[src/rtl/rst_release_seq.sv]
// Reset-release sequencer: holds the downstream reset, waits for a stable lock,
// raises ready ahead of releasing dut_rst, and parks in a sticky fault on lock timeout.
module rst_release_seq #(
    parameter int unsigned MIN_HOLD    = 8,
    parameter int unsigned LOCK_STABLE = 4,
    parameter int unsigned OVERLAP     = 2,
    parameter int unsigned TIMEOUT     = 64
) (
    input  logic       clk,
    input  logic       rst,
    input  logic       lock,
    output logic       dut_rst,
    output logic       ready,
    output logic       timeout_err,
    output logic [7:0] lock_loss_cnt,
    output logic [2:0] state_o
);

    localparam int unsigned MAX_HT  = (MIN_HOLD > TIMEOUT) ? MIN_HOLD : TIMEOUT;
    localparam int unsigned CNT_MAX = (MAX_HT > OVERLAP) ? MAX_HT : OVERLAP;
    localparam int unsigned CNT_W   = $clog2(CNT_MAX + 1);

    localparam logic [2:0] S_HOLD      = 3'd0;
    localparam logic [2:0] S_WAIT_LOCK = 3'd1;
    localparam logic [2:0] S_OVERLAP   = 3'd2;
    localparam logic [2:0] S_RUN       = 3'd3;
    localparam logic [2:0] S_FAULT     = 3'd4;

    logic [2:0]       state_q, state_n;
    logic [CNT_W-1:0] phase_q, phase_n;
    logic [CNT_W-1:0] stab_q, stab_n;
    logic [7:0]       loss_n;
    logic             dut_rst_n, ready_n, timeout_err_n;

    // phase_q counts cycles already spent in the current state; stab_q counts the lock streak
    always_comb begin
        state_n = state_q;
        phase_n = phase_q;
        stab_n  = '0;
        loss_n  = lock_loss_cnt;
        case (state_q)
            S_HOLD: begin
                if (phase_q == CNT_W'(MIN_HOLD - 1)) begin
                    state_n = S_WAIT_LOCK;
                    phase_n = '0;
                end else begin
                    phase_n = phase_q + CNT_W'(1);
                end
            end
            S_WAIT_LOCK: begin
                phase_n = phase_q + CNT_W'(1);
                stab_n  = lock ? stab_q + CNT_W'(1) : '0;
                // a completed lock streak wins over a simultaneous timeout
                if (lock && (stab_q == CNT_W'(LOCK_STABLE - 1))) begin
                    state_n = (OVERLAP == 0) ? S_RUN : S_OVERLAP;
                    phase_n = '0;
                    stab_n  = '0;
                end else if (phase_q == CNT_W'(TIMEOUT - 1)) begin
                    state_n = S_FAULT;
                    phase_n = '0;
                    stab_n  = '0;
                end
            end
            S_OVERLAP: begin
                if (!lock) begin
                    state_n = S_HOLD;
                    phase_n = '0;
                end else if (phase_q == CNT_W'(OVERLAP - 1)) begin
                    state_n = S_RUN;
                    phase_n = '0;
                end else begin
                    phase_n = phase_q + CNT_W'(1);
                end
            end
            S_RUN: begin
                if (!lock) begin
                    state_n = S_HOLD;
                    phase_n = '0;
                    if (lock_loss_cnt != 8'hFF) begin
                        loss_n = lock_loss_cnt + 8'd1;
                    end
                end
            end
            S_FAULT: begin
                state_n = S_FAULT;
            end
            default: begin
                state_n = S_HOLD;
                phase_n = '0;
            end
        endcase

        dut_rst_n     = (state_n != S_RUN);
        ready_n       = (state_n == S_OVERLAP) || (state_n == S_RUN);
        timeout_err_n = (state_n == S_FAULT);
    end

    always_ff @(posedge clk) begin
        if (rst) begin
            state_q       <= S_HOLD;
            phase_q       <= '0;
            stab_q        <= '0;
            dut_rst       <= 1'b1;
            ready         <= 1'b0;
            timeout_err   <= 1'b0;
            lock_loss_cnt <= 8'd0;
        end else begin
            state_q       <= state_n;
            phase_q       <= phase_n;
            stab_q        <= stab_n;
            dut_rst       <= dut_rst_n;
            ready         <= ready_n;
            timeout_err   <= timeout_err_n;
            lock_loss_cnt <= loss_n;
        end
    end

    assign state_o = state_q;

endmodule

[config.mk]
export PLATFORM = sky130hd
export DESIGN_NAME = rst_release_seq
export DESIGN_NICKNAME = d
export VERILOG_FILES = /design/src/rtl/rst_release_seq.sv
export SDC_FILE = /design/constraint.sdc
export NUM_CORES = 1
export LEC_CHECK = 0
export CAP_MARGIN = 20
export CORE_ASPECT_RATIO = 0.9
export CORE_UTILIZATION = 53
export CTS_CLUSTER_DIAMETER = 150
export DETAILED_ROUTE_END_ITERATION = 10
export HOLD_SLACK_MARGIN = 0.12
export PLACE_DENSITY = 0.88
export SLEW_MARGIN = 25
export SYNTH_ARGS = -nofsm -noshare
export SYNTH_HDL_FRONTEND = slang
export SYNTH_SLANG_ARGS = --single-unit
[constraint.sdc]
create_clock -name clk -period 2.08 [get_ports clk]
set_input_delay 0.416 -clock clk [delete_from_list [all_inputs] [get_ports clk]]
set_output_delay 0.416 -clock clk [all_outputs]
set_load 0.005 [all_outputs]
# Yosys cells after proc, flatten, opt, wreduce, memory -nomap -nowiden
# Index checks and enable logic that the tools add are counted.
classes:
  addsub: 3
  eq_ne: 14
  muxes: 14
  n_bitwise: 3
  reduce_logical: 6
ops:
  columns: ["operator", "n"]
  rows:
  - ["two-way mux 7 bit", 6]
  - ["case mux 7 bit (5 select lines)", 1]
  - ["two-way mux 3 bit", 6]
  - ["case mux 3 bit (5 select lines)", 1]
  - ["adder 7 x 1 -> 7 bit (second input constant)", 2]
  - ["equality test 3 x 2 -> 1 bit (second input constant)", 4]
  - ["adder 8 x 1 -> 8 bit (second input constant)", 1]
  - ["inequality test 8 bit (second input constant)", 1]
  - ["equality test 7 x 1 -> 1 bit (second input constant)", 1]
  - ["equality test 7 x 2 -> 1 bit (second input constant)", 1]
  - ["equality test 7 x 3 -> 1 bit (second input constant)", 1]
  - ["equality test 7 x 6 -> 1 bit (second input constant)", 1]
  - ["equality test 3 bit (second input constant)", 2]
  - ["OR reduction 5 bit", 1]
  - ["equality test 3 x 1 -> 1 bit (second input constant)", 1]
  - ["zero test 3 bit", 1]
  - ["inequality test 3 x 2 -> 1 bit (second input constant)", 1]
  - ["NOT 1 bit", 3]
  - ["AND reduction 3 bit", 1]
  - ["inequality test 2 bit (second input constant)", 1]
  - ["AND reduction 2 bit", 1]
  - ["logical AND 1 bit", 1]
  - ["logical OR 1 bit", 1]
totals:
  register_bits: 28
  inputBits: 3
  output_inout_bits: 14
  wordCells: 47

# Longest topological paths before layout
# Gate-level depths: netlist of run 1.
logic_depth:
  depth_word: 6
  depth_mapped: 7
  mapped_depth_nobuf: 7

# Worst setup path after synthesis of run 1
# OpenSTA, ideal clock, no wires.
synth_path:
  path_type: "reg-to-reg"
  from: "register stab_q[0]"
  to: "register phase_q[6]"
  setup_time_ps: 134
  arrival_ps: 1528
  required_time_ps: 1946
  setup_slack_ps: 419
  path_stages_with_launch: 7
  n_path_buf: 0
  synth_period_minus_slack_ps: 1661
  path_cell_list: "dfxtp_1 ha_1 nor4b_2 a31oi_4 a221o_2 o21ai_1 a21oi_1"
synth_via:
  elab_chain_cells: 4
synth_lines:
  columns: ["item", "line_no", "source"]
  rows:
  - ["start: declaration", "31", "logic [CNT_W-1:0] stab_q, stab_n;"]
  - ["start signal: assignment", "110", "stab_q <= stab_n;"]
  - ["equality test 7 x 2 -> 1 bit", "54", "if (lock && (stab_q == CNT_W'(LOCK_STABLE - 1))) begin"]
  - ["logical AND 1 bit", "54", null]
  - ["two-way mux 7 bit", "54", null]
  - ["case mux 7 bit (5 select lines)", "41", "case (state_q)"]
  - ["end signal: assignment", "109", "phase_q <= phase_n;"]
  - ["end: declaration", "30", "logic [CNT_W-1:0] phase_q, phase_n;"]
# Every way passes these cells.
# A chain may end at the register's enable or synchronous reset.

# Worst setup path in the final report of run 1
layout_path:
  from: "register phase_q[0]"
  to: "register stab_q[6]"
layout_via:
  elab_chain_cells: 2
layout_lines:
  columns: ["item", "line_no", "source"]
  rows:
  - ["equality test 7 x 6 -> 1 bit", "58", "end else if (phase_q == CNT_W'(TIMEOUT - 1)) begin"]
  - ["OR reduction 5 bit (no source line)", null, null]
# Every way passes these cells.

==> impl_metrics.ini, run 1 <==
[critical_path]
crit_buf_inv = 0
reg2reg_depth = 6
path_delay_family = simple AND/OR/NAND/NOR gates
path_class = reg2reg
crit_cells = 6
cpPeakStageDelay_ns = 0.38
reg2reg_slack_ns = 0.18
crit_chain = ha_1, and4_1, and3b_1, nor3_2, nand3b_1, nor2_1
crit_required_ns = 2.36
r2r-end = stab_q[6]
cp-end-kind = flop
arrival_ns = 2.18
reg2reg_from = phase_q[0]
cp_max_fo = 7
cp-start-kind = flop
cp-endpoint = stab_q[6]
crit_start = phase_q[0]
slowest_stage = dfxtp_1

[global_routing]
overflow = 0
antenna_found_initial = 0
grt_pass1_vias = 1097
track_usage_pct = 22.6
grt_pass1_wl_um = 5000
grt_start_max_net_pins = 17

[synth]
syn_area_per_cell_um2 = 9.09
synth_area_um2 = 1370
seq_area_frac_synth_pct = 40.8
synthXorXnorAreaFrac_pct = 8.93
synth_compound_area_share_pct = 14.7
yosys.area_share.simple_pct = 28.9
synth_top_family_by_area = simple AND/OR/NAND/NOR gates
synth_cell_types = 40
synthAdderAreaFrac_pct = 3.65
synth_mux_area_share_pct = 0.729
synth_nets = 158
yosysWarnings = 0
ys_seq_elements = 28
syn_inst = 151

[sta]
slew_headroom_pct = 72.7
min_period_over_period_pct = 91.3
clock_skew_ns = 0.00202
slew_violations = 0
finalSetupTns_ns = 0
rsz0062_at_grt = false
finalHoldViolations = 0
setup_viol = 0
fin_crit_ns = 1.90
tightest_slew_ns = 0.404
max_freq_mhz = 526

[final_layout]
final_layout_size_suffix_gt1_share_pct = 11.6
finalNonFillerCells = 201
fin_nets = 181
area_growth_pct = 19.6
diodes = 0

[pwr]
power_switching_w = 0.000193
p_comb_share_pct = 4.5
ir_drop_uv = 655
p_leak_nw = 0.595
clkPwrFrac_pct = 37.7
internal-power_w = 0.000758
power.total_w = 0.000950
power_frac_seq_pct = 57.8
power-per-cell-area_nw_per_um2 = 579
swShare_pct = 20.3

[placement]
port_buffers = 16
hpwl_um = 2080
dpl.cell_count = 197
gp_congestion = 0.895

[status]
status = finished clean

[detailed_routing]
routedWlPerCell_um = 14.0
wl_um = 2800
dr.pass1.iters = 4
drt_iter0_drc = 27
via_count = 1170
vias_per_cell = 5.82
drc = 0
antenna_left = 0

[cts]
cts_buffers = 3
postCtsSetupRepairBufs = 0
cts.sinks = 28
clk_latency_ns = 0.33
cts_max_level = 1
clock_path_buffers = 2
cts-root-buf = clkbuf_4
cts_tree = yes
clk_pin_slew_worst_paths_ns = 0.15
cts_resized = 0
holdBufCountCts = 0

[floorplan]
dieWidth_um = 55.6
core_um2 = 2450
die-area_um2 = 2800
ios = 17
row_count = 17
initial_core_util_pct = 56.1
fp.dieH_um = 50.3

[min_path]
min_path_type = reg2reg

[run]
drv_cap = 0
-- cell type report --
| type | count | area [um2] |
|---|---|---|
| timing repair buffer | 22 | 205 |
| inverter | 2 | 7.51 |
| tap | 28 | 35.0 |
| sequential | 28 | 561 |
| fill | 195 | 805 |
| clock buffer | 3 | 22.5 |
| clock inverter | 1 | 30.0 |
| multi-input combinational | 117 | 781 |
-- how the worst min path moves through the flow --
stage,start,to,slack [ns],cells past startpoint
2_1_floorplan,stab_q[0],stab_q[0],0.41,1
3_3_place_gp,stab_q[0],stab_q[0],0.43,1
3_5_place_dp,stab_q[0],stab_q[0],0.44,1
4_1_cts,stab_q[0],stab_q[0],0.46,1
5_1_grt,stab_q[0],stab_q[0],0.48,1
6_report,stab_q[0],stab_q[0],0.46,1
-- stage by stage --
step / hold slack, ns / setup slack [ns] / cell area [um2] / utilization [%]
global placement: 0.427 / 0.0816 / 1590 / 65.0
CTS: 0.464 / 0.188 / 1640 / 67.1
floorplan: 0.413 / 0.419 / 1370 / -
global route: 0.482 / 0.0738 / 1640 / 67.1
detailed placement: 0.444 / 0.0188 / 1590 / 65.0
finish: 0.461 / 0.180 / 1640 / 67.1
-- synth_stat cells --
master / instances / area [um2]
and3b_1: 2 / 17.5
and3_1: 3 / 18.8
ha_1: 4 / 50.1
a31oi_1: 1 / 6.26
nand2_1: 11 / 41.3
o31a_1: 1 / 8.76
clkbuf_1: 2 / 7.51
o21ai_1: 1 / 5.00
nand2b_1: 2 / 12.5
nor3_2: 2 / 20.0
dfxtp_1: 28 / 561
o21ai_0: 1 / 5.00
a21oi_1: 10 / 50.1
a21o_1: 1 / 7.51
nor4_2: 1 / 12.5
nor4b_2: 1 / 15.0
buf_6: 1 / 11.3
xor2_1: 7 / 61.3
a211oi_1: 4 / 30.0
nand3b_1: 3 / 22.5
mux2i_1: 1 / 10.0
and4_1: 3 / 26.3
inv_1: 2 / 7.51
nor2_1: 23 / 86.3
nor3_1: 6 / 30.0
nor3b_1: 1 / 7.51
a31oi_4: 1 / 21.3
a21boi_0: 2 / 15.0
nand4bb_1: 1 / 11.3
nand3_2: 1 / 10.0
nor2_2: 1 / 6.26
xnor2_1: 7 / 61.3
or3b_4: 1 / 11.3
a41oi_1: 2 / 17.5
a311oi_2: 1 / 15.0
buf_2: 1 / 5.00
nand3_1: 7 / 35.0
a221o_2: 1 / 11.3
nor2b_1: 2 / 12.5
a211o_1: 1 / 8.76
-- kinds of logic (layout without fill, tap and decap cells) --
group	count (synthesis)	count (layout)
compound gates	27	27
mux	1	1
buf+inv	6	28
xor+xnor	14	14
simple gates	71	71
fa+ha+maj	4	4
flops	28	28
-- layer usage --
| layer | vias to the layer above | GRT usage (%) | routed length, um |
|---|---|---|---|
| met5 | - | 0 | 0 |
| met3 | 6 | 3.35 | 70 |
| met2 | 20 | 35.7 | 1330 |
| met1 | 564 | 31.0 | 1350 |
| li1 | 580 | - | - |
| met4 | 0 | 9.17 | 55 |
-- sequential cells by signal (all words and copies together) (netlist names) --
signal,count
ready,1
dut_rst,1
timeout_err,1
lock_loss_cnt,8
stab_q,7
phase_q,7
state_o,3
-- placed cells by master (no fill, tap or decap), types with 6 or more instances in the layout --
master | Yosys | routed
dfxtp_1 | 28 | 28
nor2_1 | 23 | 23
clkdlybuf4s50_1 | 0 | 16
nand2_1 | 11 | 11
a21oi_1 | 10 | 10
nand3_1 | 7 | 7
xor2_1 | 7 | 7
xnor2_1 | 7 | 7
nor3_1 | 6 | 6
buf_4 | 0 | 6
-- worst reg2reg max path, stage by stage (launching register included) --
cell,delay [ns]
dfxtp_1,0.38
ha_1,0.25
and4_1,0.27
and3b_1,0.22
nor3_2,0.28
nand3b_1,0.27
nor2_1,0.17
-- power by group through the flow --
stage	sequential (W)	combinational [W]	clock [W]
after CTS	0.000550	0.0000421	0.000365
after detailed placement	0.000561	0.0000412	0
final	0.000550	0.0000424	0.000358
after floorplan	0.000560	0.0000247	0
after global placement	0.000561	0.0000388	0
after global routing	0.000551	0.0000470	0.000385
No activity file was read; power rests on OpenSTA's default activity.
==> run 2: changes to the inputs <==
--- a/config.mk
+++ b/config.mk
@@ -9,6 +9,7 @@
 export CORE_ASPECT_RATIO = 0.9
 export CORE_UTILIZATION = 53
 export CTS_CLUSTER_DIAMETER = 150
+export CTS_CLUSTER_SIZE = 28
 export DETAILED_ROUTE_END_ITERATION = 10
 export HOLD_SLACK_MARGIN = 0.12
 export PLACE_DENSITY = 0.88
==> results of run 2 <==
Same layout as run 1: the final DEF is identical, and so are final timing and power.
==> run 3: changes to the inputs <==
--- a/config.mk
+++ b/config.mk
@@ -6,14 +6,15 @@
 export NUM_CORES = 1
 export LEC_CHECK = 0
 export CAP_MARGIN = 20
+export CELL_PAD_IN_SITES_DETAIL_PLACEMENT = 1
+export CELL_PAD_IN_SITES_GLOBAL_PLACEMENT = 1
 export CORE_ASPECT_RATIO = 0.9
-export CORE_UTILIZATION = 53
+export CORE_UTILIZATION = 41
 export CTS_CLUSTER_DIAMETER = 150
 export CTS_CLUSTER_SIZE = 28
 export DETAILED_ROUTE_END_ITERATION = 10
 export HOLD_SLACK_MARGIN = 0.12
 export PLACE_DENSITY = 0.88
-export SLEW_MARGIN = 25
 export SYNTH_ARGS = -nofsm -noshare
 export SYNTH_HDL_FRONTEND = slang
 export SYNTH_SLANG_ARGS = --single-unit
==> constraint.sdc (replaced) <==
create_clock -name clk -period 2 [get_ports clk]
set_input_delay 0.4 -clock clk [delete_from_list [all_inputs] [get_ports clk]]
set_output_delay 0.4 -clock clk [all_outputs]
set_load 0.005 [all_outputs]
==> run 3 against run 2 <==
First-iteration DRC count grew 140%. Wire length is 18% higher. Cell count is 7.5% higher. Largest power group unchanged. Critical endpoint is now state_o[0]. Global-route usage shrank 2.3 points. Clock-buffer cell count increased by 1. Critical path type is now reg2out. Design area rose by 2.6%. Register-to-register slack barely moved.
==> impl_metrics.ini, run 3 (synthesis gave the netlist of run 1 again) <==
[final_layout]
final_cell_mix = dfxtp_1 (28), nor2_1 (23), clkdlybuf4s50_1 (16)
layout_commonest_cell = dfxtp_1
largest_reg_flops = 8
fillerInstances = 375
area_growth_pct = 22.7
final_layout_size_suffix_gt1_share_pct = 12.1
final_area_um2 = 1680
largest_register = lock_loss_cnt
register_area_um2 = 561
largestRegisters = lock_loss_cnt: 8 flops, phase_q: 7 flops, stab_q: 7 flops
multiInputGateArea_um2 = 796
diodes = 0
fin_nets = 182

[pwr]
internal-power_w = 0.000760
p_comb_share_pct = 4.6
power-per-cell-area_nw_per_um2 = 572
power_switching_w = 0.000203
power_frac_seq_pct = 59.4
ir_drop_uv = 458
clkPwrFrac_pct = 36.0
swShare_pct = 21.1
p_leak_nw = 0.595

[critical_path]
reg2reg_depth = 6
arrival_ns = 1.44
path_class = reg2out
cp_max_fo = 10
cp-end-kind = primary output
cp-start-kind = flop
crit_required_ns = 1.60

[global_routing]
grt_pass1_vias = 1220
top_usage_layer = met2
grt_pass1_wl_um = 5760
grt_use_met1_pct = 26.4
use_met3_pct = 4.07
antenna_found_initial = 0
overflow = 0
grtUsageMet2_pct = 34.9
grt_start_max_net_pins = 16
track_usage_pct = 20.4

[cts]
holdBufCountCts = 0
clk_pin_slew_worst_paths_ns = 0.09
clk_latency_ns = 0.27
cts-root-buf = clkbuf_8
clock_path_buffers = 2
postCtsSetupRepairBufs = 0
cts_tree = yes
cts_max_level = 1
cts.sinks = 28
cts_buffers = 3

[sta]
tightest_slew_ns = 0.432
min_period_over_period_pct = 92.1
clock_skew_ns = 0.00446
max_freq_mhz = 543
finalSetupTns_ns = 0
finalHoldWorstSlack_ns = 0.464
fin_crit_ns = 1.84
setup_viol = 0
rsz0062_at_grt = false
slew_headroom_pct = 70.8
finalHoldViolations = 0
slew_violations = 0

[placement]
hpwl_um = 2660
port_buffers = 16
gp_congestion = 0.839
post_dp_cell_area_um2 = 1610

[floorplan]
core_um2 = 3110
fp.dieH_um = 56.9
dieWidth_um = 63.0
row_count = 19
die-area_um2 = 3580
initial_core_util_pct = 44.1
ios = 17

[run]
drv_cap = 0

[min_path]
whs_path_depth = 1
min_path_type = reg2reg

[status]
status = finished clean

[detailed_routing]
via_count = 1195
wl_um = 3310
routedWlPerCell_um = 15.3
dr.pass1.iters = 4
antenna_left = 0
vias_per_cell = 5.53
drc = 0
drt_iter0_drc = 64
## run 3: timing repair
action                     in CTS  in global routing
setup endpoints to repair       0                  8
gates resized for setup         0                  2
hold endpoints to repair        0                  0
## run 3: power groups by stage
stage | combinational, W | sequential, W | clock (W)
2_1_floorplan | 0.0000257 | 0.000582 | 0
3_3_place_gp | 0.0000406 | 0.000584 | 0
6_report | 0.0000444 | 0.000572 | 0.000347
3_5_place_dp | 0.0000437 | 0.000584 | 0
5_1_grt | 0.0000492 | 0.000572 | 0.000373
4_1_cts | 0.0000437 | 0.000571 | 0.000357
## run 3: routing by layer
metal	vias to the layer above	part of all wire (%)
met2	23	48
met3	4	4.5
met4	0	0.76
met5	-	0
met1	587	46
li1	581	-
## run 3: critical path, cell delays in order, from the launching register on
cell and delay [ns]:
dfxtp_1 0.45, buf_4 0.21, clkdlybuf4s50_1 0.51
## run 3: path summary, 6_finish.rpt
path | from | to | slack (ns)
max | state_o[0] | state_o[0] | 0.16
min | stab_q[0] | stab_q[0] | 0.46
max reg2reg | stab_q[0] | phase_q[2] | 0.18
min reg2reg | stab_q[0] | stab_q[0] | 0.46
## run 3: cell type report
class	instances	share of cell area, %
inverter	2	0.446
timing repair buffer	23	12.6
sequential	28	33.3
clock buffer	4	3.27
tap	42	3.12
multi-input combinational	117	47.3
## run 3: through the flow
step | setup WS (ns) | std cells | utilization, % | total power, W
final | 0.158 | 216 | 54.1 | 0.000963
after global routing | 0.0477 | 216 | 54.1 | 0.000994
after CTS | 0.119 | 216 | 53.6 | 0.000973
after floorplan | 0.339 | 151 | - | 0.000608
after global placement | 0.0152 | 212 | 51.8 | 0.000624
after detailed placement | -0.128 | 212 | 51.8 | 0.000628
